**config.mk**
```make
export PLATFORM = sky130hd
export DESIGN_NAME = and2_eval_sched
export DESIGN_NICKNAME = d
export VERILOG_FILES = /design/src/rtl/and2_eval_sched.sv
export SDC_FILE = /design/constraint.sdc
export NUM_CORES = 1
export LEC_CHECK = 0
export ABC_AREA = 1
export CORE_MARGIN = 4
export CORE_UTILIZATION = 61
export CTS_CLUSTER_SIZE = 28
export DETAILED_ROUTE_END_ITERATION = 7
export PLACE_DENSITY = 0.94
export SETUP_SLACK_MARGIN = 0.4
export SYNTH_ARGS = -nofsm -noshare
export SYNTH_HDL_FRONTEND = slang
export SYNTH_SLANG_ARGS = --single-unit
```
**constraint.sdc**
```tcl
create_clock -name clk -period 3.2 [get_ports clk]
set_input_delay 0.64 -clock clk [delete_from_list [all_inputs] [get_ports clk]]
set_output_delay 0.64 -clock clk [all_outputs]
set_load 0.05 [all_outputs]
```
**src/rtl/and2_eval_sched.sv**
```systemverilog
// and2_eval_sched
//   Time-multiplexed evaluator for flat and2 netlists (c = a & b). A programmable
//   gate table drives one shared AND unit. Each cycle the unit evaluates one table
//   entry, in table order, against a wire register file. Passes over the table
//   repeat until a pass leaves every wire unchanged, or until MAX_PASS passes have
//   run.
//
// Ports
//   clk, rst_n            clock (rising edge), asynchronous active-low reset
//   cfg_we/cfg_addr       write one gate-table entry (IDLE only)
//   cfg_en/a/b/dst        entry contents: valid flag, source wires, destination wire
//   wire_we/idx/din       force one wire of the register file (IDLE only)
//   start                 begin an evaluation run (IDLE only)
//   busy                  high while passes are evaluating or being checked
//   done                  one-cycle pulse when a run ends
//   settled               last run converged; held until the next start
//   pass_cnt              number of passes executed in the last run; held
//   wires_out             wire register file, driven directly
module and2_eval_sched #(
  parameter int NWIRES   = 5,
  parameter int NGATES   = 4,
  parameter int MAX_PASS = 4,
  localparam int IW = (NWIRES > 1) ? $clog2(NWIRES) : 1,
  localparam int GW = (NGATES > 1) ? $clog2(NGATES) : 1,
  localparam int PW = $clog2(MAX_PASS + 1)
) (
  input  logic              clk,
  input  logic              rst_n,
  input  logic              cfg_we,
  input  logic [GW-1:0]     cfg_addr,
  input  logic              cfg_en,
  input  logic [IW-1:0]     cfg_a,
  input  logic [IW-1:0]     cfg_b,
  input  logic [IW-1:0]     cfg_dst,
  input  logic              wire_we,
  input  logic [IW-1:0]     wire_idx,
  input  logic              wire_din,
  input  logic              start,
  output logic              busy,
  output logic              done,
  output logic              settled,
  output logic [PW-1:0]     pass_cnt,
  output logic [NWIRES-1:0] wires_out
);

  typedef enum logic [1:0] {IDLE, EVAL, CHECK, DONE} state_t;

  state_t            state;
  logic [NWIRES-1:0] wires;
  logic              tbl_en  [NGATES];
  logic [IW-1:0]     tbl_a   [NGATES];
  logic [IW-1:0]     tbl_b   [NGATES];
  logic [IW-1:0]     tbl_dst [NGATES];
  logic [GW-1:0]     ptr;
  logic              changed;

  logic              cur_en;
  logic [IW-1:0]     cur_a;
  logic [IW-1:0]     cur_b;
  logic [IW-1:0]     cur_dst;
  logic              val_a;
  logic              val_b;
  logic              old_val;
  logic              new_val;
  logic              dst_ok;

  assign wires_out = wires;

  // Fetch the entry under ptr and read its operands. Wire lookups are done by
  // matching every legal index, so indices >= NWIRES read as 0 and a destination
  // >= NWIRES leaves dst_ok low (the write is discarded and never counts as a change).
  always_comb begin
    cur_en  = 1'b0;
    cur_a   = '0;
    cur_b   = '0;
    cur_dst = '0;
    for (int g = 0; g < NGATES; g++) begin
      if (ptr == GW'(g)) begin
        cur_en  = tbl_en[g];
        cur_a   = tbl_a[g];
        cur_b   = tbl_b[g];
        cur_dst = tbl_dst[g];
      end
    end
    val_a   = 1'b0;
    val_b   = 1'b0;
    old_val = 1'b0;
    dst_ok  = 1'b0;
    for (int i = 0; i < NWIRES; i++) begin
      if (cur_a == IW'(i)) val_a = wires[i];
      if (cur_b == IW'(i)) val_b = wires[i];
      if (cur_dst == IW'(i)) begin
        old_val = wires[i];
        dst_ok  = 1'b1;
      end
    end
    new_val = val_a & val_b;
  end

  // Sequencer, table and wire store. Configuration, wire forcing and start are
  // only honoured in IDLE; in every other state they are simply dropped.
  always_ff @(posedge clk or negedge rst_n) begin
    if (!rst_n) begin
      state    <= IDLE;
      wires    <= '0;
      ptr      <= '0;
      changed  <= 1'b0;
      busy     <= 1'b0;
      done     <= 1'b0;
      settled  <= 1'b0;
      pass_cnt <= '0;
      for (int g = 0; g < NGATES; g++) begin
        tbl_en[g]  <= 1'b0;
        tbl_a[g]   <= '0;
        tbl_b[g]   <= '0;
        tbl_dst[g] <= '0;
      end
    end else begin
      case (state)
        IDLE: begin
          done <= 1'b0;
          if (cfg_we) begin
            for (int g = 0; g < NGATES; g++) begin
              if (cfg_addr == GW'(g)) begin
                tbl_en[g]  <= cfg_en;
                tbl_a[g]   <= cfg_a;
                tbl_b[g]   <= cfg_b;
                tbl_dst[g] <= cfg_dst;
              end
            end
          end
          if (wire_we) begin
            for (int i = 0; i < NWIRES; i++) begin
              if (wire_idx == IW'(i)) wires[i] <= wire_din;
            end
          end
          if (start) begin
            state    <= EVAL;
            busy     <= 1'b1;
            ptr      <= '0;
            pass_cnt <= PW'(1);
            changed  <= 1'b0;
            settled  <= 1'b0;
          end
        end

        EVAL: begin
          // Operands come from register values at cycle start, so dst==a or
          // dst==b is safe and a later entry to the same dst overwrites this one.
          if (cur_en && dst_ok) begin
            for (int i = 0; i < NWIRES; i++) begin
              if (cur_dst == IW'(i)) wires[i] <= new_val;
            end
            if (new_val != old_val) changed <= 1'b1;
          end
          if (ptr == GW'(NGATES - 1)) begin
            state <= CHECK;
          end else begin
            ptr <= ptr + 1'b1;
          end
        end

        CHECK: begin
          if (!changed) begin
            settled <= 1'b1;
            busy    <= 1'b0;
            done    <= 1'b1;
            state   <= DONE;
          end else if (pass_cnt == PW'(MAX_PASS)) begin
            busy  <= 1'b0;
            done  <= 1'b1;
            state <= DONE;
          end else begin
            pass_cnt <= pass_cnt + 1'b1;
            changed  <= 1'b0;
            ptr      <= '0;
            state    <= EVAL;
          end
        end

        DONE: begin
          done  <= 1'b0;
          state <= IDLE;
        end

        default: state <= IDLE;
      endcase
    end
  end

endmodule
```
======== Yosys cells after proc, flatten, opt, wreduce, memory -nomap -nowiden ========
Index checks and enable logic that the tools add are counted.
word-level totals
  register bits after elaboration ......... 56
  bits of input ports ..................... 21
  logic and storage cells ................. 185
cells by class
  add/subtract/negate cells ............... 2
  equal/unequal tests ..................... 47
  multiplexer cells ....................... 78
  bitwise operators ....................... 1
  reductions and logical operators ........ 29
operators by type and width
  operator                                                               number
  1-bit 2-to-1 mux                                                       45
  3-bit 2-to-1 mux                                                       15
  2-bit inequality test, second input constant                           19
  5-bit AND reduction                                                    6
  3-bit by 2-bit equality test with 1-bit output, second input constant  8
  3-bit AND reduction                                                    6
  2-bit 2-to-1 mux                                                       8
  3-bit equality test, second input constant                             5
  2-bit equality test, second input constant                             6
  3-bit by 1-bit equality test with 1-bit output, second input constant  4
  3-bit zero test                                                        4
  5-bit 2-to-1 mux                                                       2
  5-bit one-hot mux with 2 select lines                                  1
  2-bit one-hot mux with 4 select lines                                  1
  4-bit AND reduction                                                    2
  2-bit by 1-bit equality test with 1-bit output, second input constant  3
  2-bit zero test                                                        3
  1-bit one-hot mux with 2 select lines                                  3
  2-bit one-hot mux with 3 select lines                                  1
  3-bit one-hot mux with 2 select lines                                  1
  2-bit nonzero test                                                     3
  2-bit AND reduction                                                    2
  3-bit by 1-bit adder with 3-bit output, second input constant          1
  3-bit inequality test, second input constant                           1
  other kinds (7)                                                        7

======== Depth between registers and ports, before layout ========
  word-level depth ........................ 16
  depth in mapped cells ................... 21
  depth with buffers taken out ............ 20

======== Worst setup path before layout ========
Ideal clock, no wire load.
  path kind ............................... register to register
  from .................................... register pass_cnt[0]
  to ...................................... register pass_cnt[2]
  arrival time ............................ 1.850 ns
  required time ........................... 3.122 ns
  setup slack ............................. 1.273 ns
  cell stages (with the launch flop) ...... 9
  path buffers ............................ 0
  clock period less this slack ............ 1.927 ns
  cell sequence ........................... dfrtp_1 > inv_1 > ha_1 > nand3_1 > nand2_1 > nor3_1 > nand2_1 > xor2_1 > a21oi_1
on the way
  word-level cells in the longest chain between the ends .. 4
  elaborated cells between the ends (all ways) .. 7
  classes of those cells .................. add/sub: 1; eq/ne: 2; mux: 3; reduce/logical: 1
RTL lines
  element                                 line  RTL
  from (decl)                             42    output logic [PW-1:0] pass_cnt,
  from (signal assigned)                  174   pass_cnt <= pass_cnt + 1'b1;
  3-bit by 1-bit adder with 3-bit output  174
  3-bit 2-to-1 mux                        169   end else if (pass_cnt == PW'(MAX_PASS)) begin
  3-bit 2-to-1 mux                        164   if (!changed) begin
  3-bit one-hot mux with 2 select lines   119   case (state)
Parallel ways exist; a longest one is shown, timed or not. The select of a mux whose other input is x is not followed.
A chain may end at the register's enable or synchronous reset.

======== Worst setup path in the final report ========
  from .................................... register ptr[0]
  to ...................................... register changed
on the way
  word-level cells in the longest chain between the ends .. 15
  elaborated cells between the ends (all ways) .. 61
  classes of those cells .................. eq/ne: 18; mux: 36; bitwise: 1; reduce/logical: 6
RTL lines
  element                                                  line    RTL
  from (decl)                                              54      logic [GW-1:0] ptr;
  from (signal assigned)                                   159     ptr <= ptr + 1'b1;
  2-bit zero test                                          78      if (ptr == GW'(g)) begin
  3-bit 2-to-1 mux (4 in a row)                            78
  3-bit zero test, on equally long branches                90, 91
  1-bit 2-to-1 mux, on equally long branches (5 in a row)  90, 91
  1-bit AND                                                97      new_val = val_a & val_b;
  1-bit inequality test                                    154     if (new_val != old_val) changed <= 1'b1;
  2-bit inequality test (no source line)                   n/a
  4-bit AND reduction (no source line) (*)                 n/a
  to (signal assigned)                                     107     changed <= 1'b0;
  to (signal assigned)                                     154
  to (signal assigned)                                     175     changed <= 1'b0;
  to (decl)                                                55      logic changed;
Every way passes the cells marked *; elsewhere a longest branch is shown, timed or not.

==> flow_summary.json <==
{
  "wl_met2_mm": 3.25,
  "min_path_type": "input port to async pin",
  "synth_edf_count": 0,
  "die_y_um": 79.3,
  "routed_wl_mm": 6.94,
  "synthesis.nets": 446,
  "die_w_um": 79.3,
  "crit_type": "register to register",
  "fmax_ghz": 0.393,
  "cts_hold_buffers": 0,
  "cts_setup_buffers": 0,
  "synthCells": 415,
  "ios": 32,
  "max-cap-violations": 0,
  "regArea_um2": 1400,
  "report.final.setup_viol": 0,
  "viasPerCell": 5.38,
  "clk_latency_ns": 0.32,
  "crit_fanout": 12,
  "first_global_vias": 2731,
  "cts_sinks": 56,
  "synth_most_common_cell": "nand2_1",
  "p_clk_share_pct": 10.3,
  "ys.flop_type": "dfrtp_1",
  "seq_power_share_pct": 31.7,
  "power.switching_mw": 1.98,
  "port_buffers": 31,
  "drive_gt1_share_pct": 5.88,
  "leakage_nw": 1.75,
  "grt_overflow": 0,
  "rows": 25,
  "rsz0062_at_grt": "no",
  "drtAntennaViolNets": 0,
  "drc": 0,
  "slew_viol_final": 0,
  "synth_top_area_cell": "dfrtp_1",
  "highest_layer": "met4",
  "wl_met1_mm": 3.20,
  "setup_ws_ns": 0.658,
  "crit_path_start_kind": "register",
  "grt_max_degree": 57,
  "ys_types": 28,
  "yosys_warnings": 0,
  "synthArstFlopShare_pct": 100,
  "swShare_pct": 49.7,
  "firstDrtPassIters": 4,
  "fill_cells": 381,
  "required_ns": 3.42,
  "multi_input_area_um2": 1440,
  "track_usage_pct": 24.2,
  "vias": 2738,
  "cts_buffers": 5,
  "combPwrFrac_pct": 58.0,
  "avgSynthCellArea_um2": 7.46,
  "setup-tns-final_ns": 0,
  "cts.path.max_buffers": 2,
  "relSlewSlack_pct": 47.1,
  "seq_area_frac_synth_pct": 45.2,
  "areaGrowthSynthToFinish_pct": 13.7,
  "final-hold-violation-count": 0,
  "ctsHtreeMaxLevel": 2,
  "synth_seq_cells": 56,
  "pre_cts_slack_ns": 0.699,
  "fin_skew_ns": 0.0109,
  "p_int_mw": 2.01,
  "synth_common_cells": "114 x nand2_1, 56 x dfrtp_1, 55 x o21ai_0",
  "worst_pin_slew_ns": 0.792,
  "critPathArrivalTime_ns": 2.76,
  "start_util_pct": 64.3,
  "period_needed_ns": 2.54,
  "grt_pass1_wl_mm": 12.0,
  "core_area_um2": 4820,
  "cts_tree": "done",
  "diodes": 0,
  "status": "finished clean",
  "postCtsResizedCells": 0,
  "gp_congestion": 0.886,
  "final_nets": 472,
  "yosys-top-cells-area": "dfrtp_1 45%, nand2_1 14%, o21ai_0 8.9%",
  "clk_root_buffer_cell": "clkbuf_8",
  "synth_top_area_share_pct": 45.2,
  "worstSetupEndpointType": "register",
  "peakVddDrop_mv": 0.617,
  "wl_per_cell_um": 13.6,
  "wl_met3_um": 348,
  "dieArea_um2": 6280,
  "path_clk_slew_ns": 0.10,
  "drt_iter0_drc": 174,
  "netlist_area_um2": 3100,
  "power.density_nw_per_um2": 1130,
  "dpl.hpwl_mm": 4.94,
  "min_period_over_period_pct": 79.5,
  "antenna_found_initial": 0
}
## area by class of cell
cell class | instances | area share, %
inverters | 48 | 5.12
multi-input cells | 297 | 40.9
clock inverters | 2 | 0.391
repair buffers | 33 | 9.10
well taps | 67 | 2.38
flip-flops and latches | 56 | 39.8
clock buffers | 6 | 2.35
## cell usage in the layout (no fill, tap or decap), types with 2 or more instances in the layout
| cell | netlist | layout |
|---|---|---|
| clkbuf_8 | 0 | 6 |
| nand2_1 | 114 | 114 |
| o21ai_2 | 2 | 2 |
| o21a_1 | 2 | 2 |
| nor2_2 | 2 | 2 |
| nand2_2 | 3 | 3 |
| a21oi_2 | 2 | 2 |
| inv_1 | 47 | 47 |
| a21oi_1 | 23 | 23 |
| o21ai_0 | 55 | 55 |
| buf_4 | 2 | 2 |
| dfrtp_1 | 56 | 56 |
| nor2_1 | 41 | 41 |
| nor3_1 | 7 | 7 |
| ha_1 | 10 | 10 |
| clkdlybuf4s50_1 | 0 | 30 |
| nand3_1 | 25 | 25 |
| o22ai_1 | 3 | 3 |
## state kept, by name (all words and copies together), names as in the netlist
signal	cells
tbl_a	12
tbl_b	12
tbl_dst	12
wires_out	5
tbl_en	4
pass_cnt	3
ptr	2
state	2
busy	1
changed	1
done	1
settled	1
## kinds of logic after synthesis
group | count (synthesis) | share of synthesized area, %
fa+ha+maj | 10 | 4.04
flops | 56 | 45.2
simple gates | 195 | 25.7
xor+xnor | 1 | 0.283
buf+inv | 62 | 8.32
compound gates | 91 | 16.4
## routing by layer
layer / track usage [%] / vias up
met1: 31.7 / 1266
met5: 0 / -
met4: 7.56 / 0
met2: 40.4 / 80
li1: - / 1379
met3: 4.88 / 13
## critical path: stages, from the launching register on
cell and delay, ns:
dfrtp_1 0.41, inv_1 0.12, ha_1 0.46, inv_2 0.18
nor2_1 0.13, nor2_1 0.08, a21oi_4 0.29, nand3_1 0.15
nor2_1 0.11, nor2_1 0.07, a21oi_1 0.12, nand2_1 0.08
nand3_2 0.08, nand2_1 0.06, nand2_1 0.06, nand2_1 0.04
## power groups by stage
stage	clock, mW	sequential, mW	combinational [mW]
4_1_cts	0.419	1.26	2.30
3_5_place_dp	0	1.27	2.27
5_1_grt	0.446	1.30	2.63
2_1_floorplan	0	1.42	1.57
3_3_place_gp	0	1.27	2.17
6_report	0.412	1.27	2.32
## worst paths after layout
kind | from | endpoint | slack [ns] | cells after the start
hold reg to reg | busy$_DFFE_PN0P_ | busy$_DFFE_PN0P_ | 0.50 | 2
setup / recovery | ptr[0]$_DFFE_PN0P_ | changed$_DFFE_PN0P_ | 0.66 | 15
hold / removal | rst_n | tbl_dst[9]$_DFFE_PN0P_ | 0.44 | 2
setup reg to reg | ptr[0]$_DFFE_PN0P_ | changed$_DFFE_PN0P_ | 0.66 | 15
min in group clk | busy$_DFFE_PN0P_ | busy$_DFFE_PN0P_ | 0.50 | 2
max in group asynchronous | rst_n | tbl_b[1]$_DFFE_PN0P_ | 2.30 | 2
## per-stage QoR
stage,area [µm²],utilization (%),instances,power [mW],hold WS (ns)
floorplan,3100,-,415,2.99,0.344
global placement,3420,71.1,501,3.44,0.463
detailed placement,3420,71.1,501,3.54,0.466
CTS,3520,73.1,509,3.98,0.460
global route,3520,73.1,509,4.37,0.498
finish,3520,73.1,509,4.00,0.437
(Power assumes the default switching activity.)
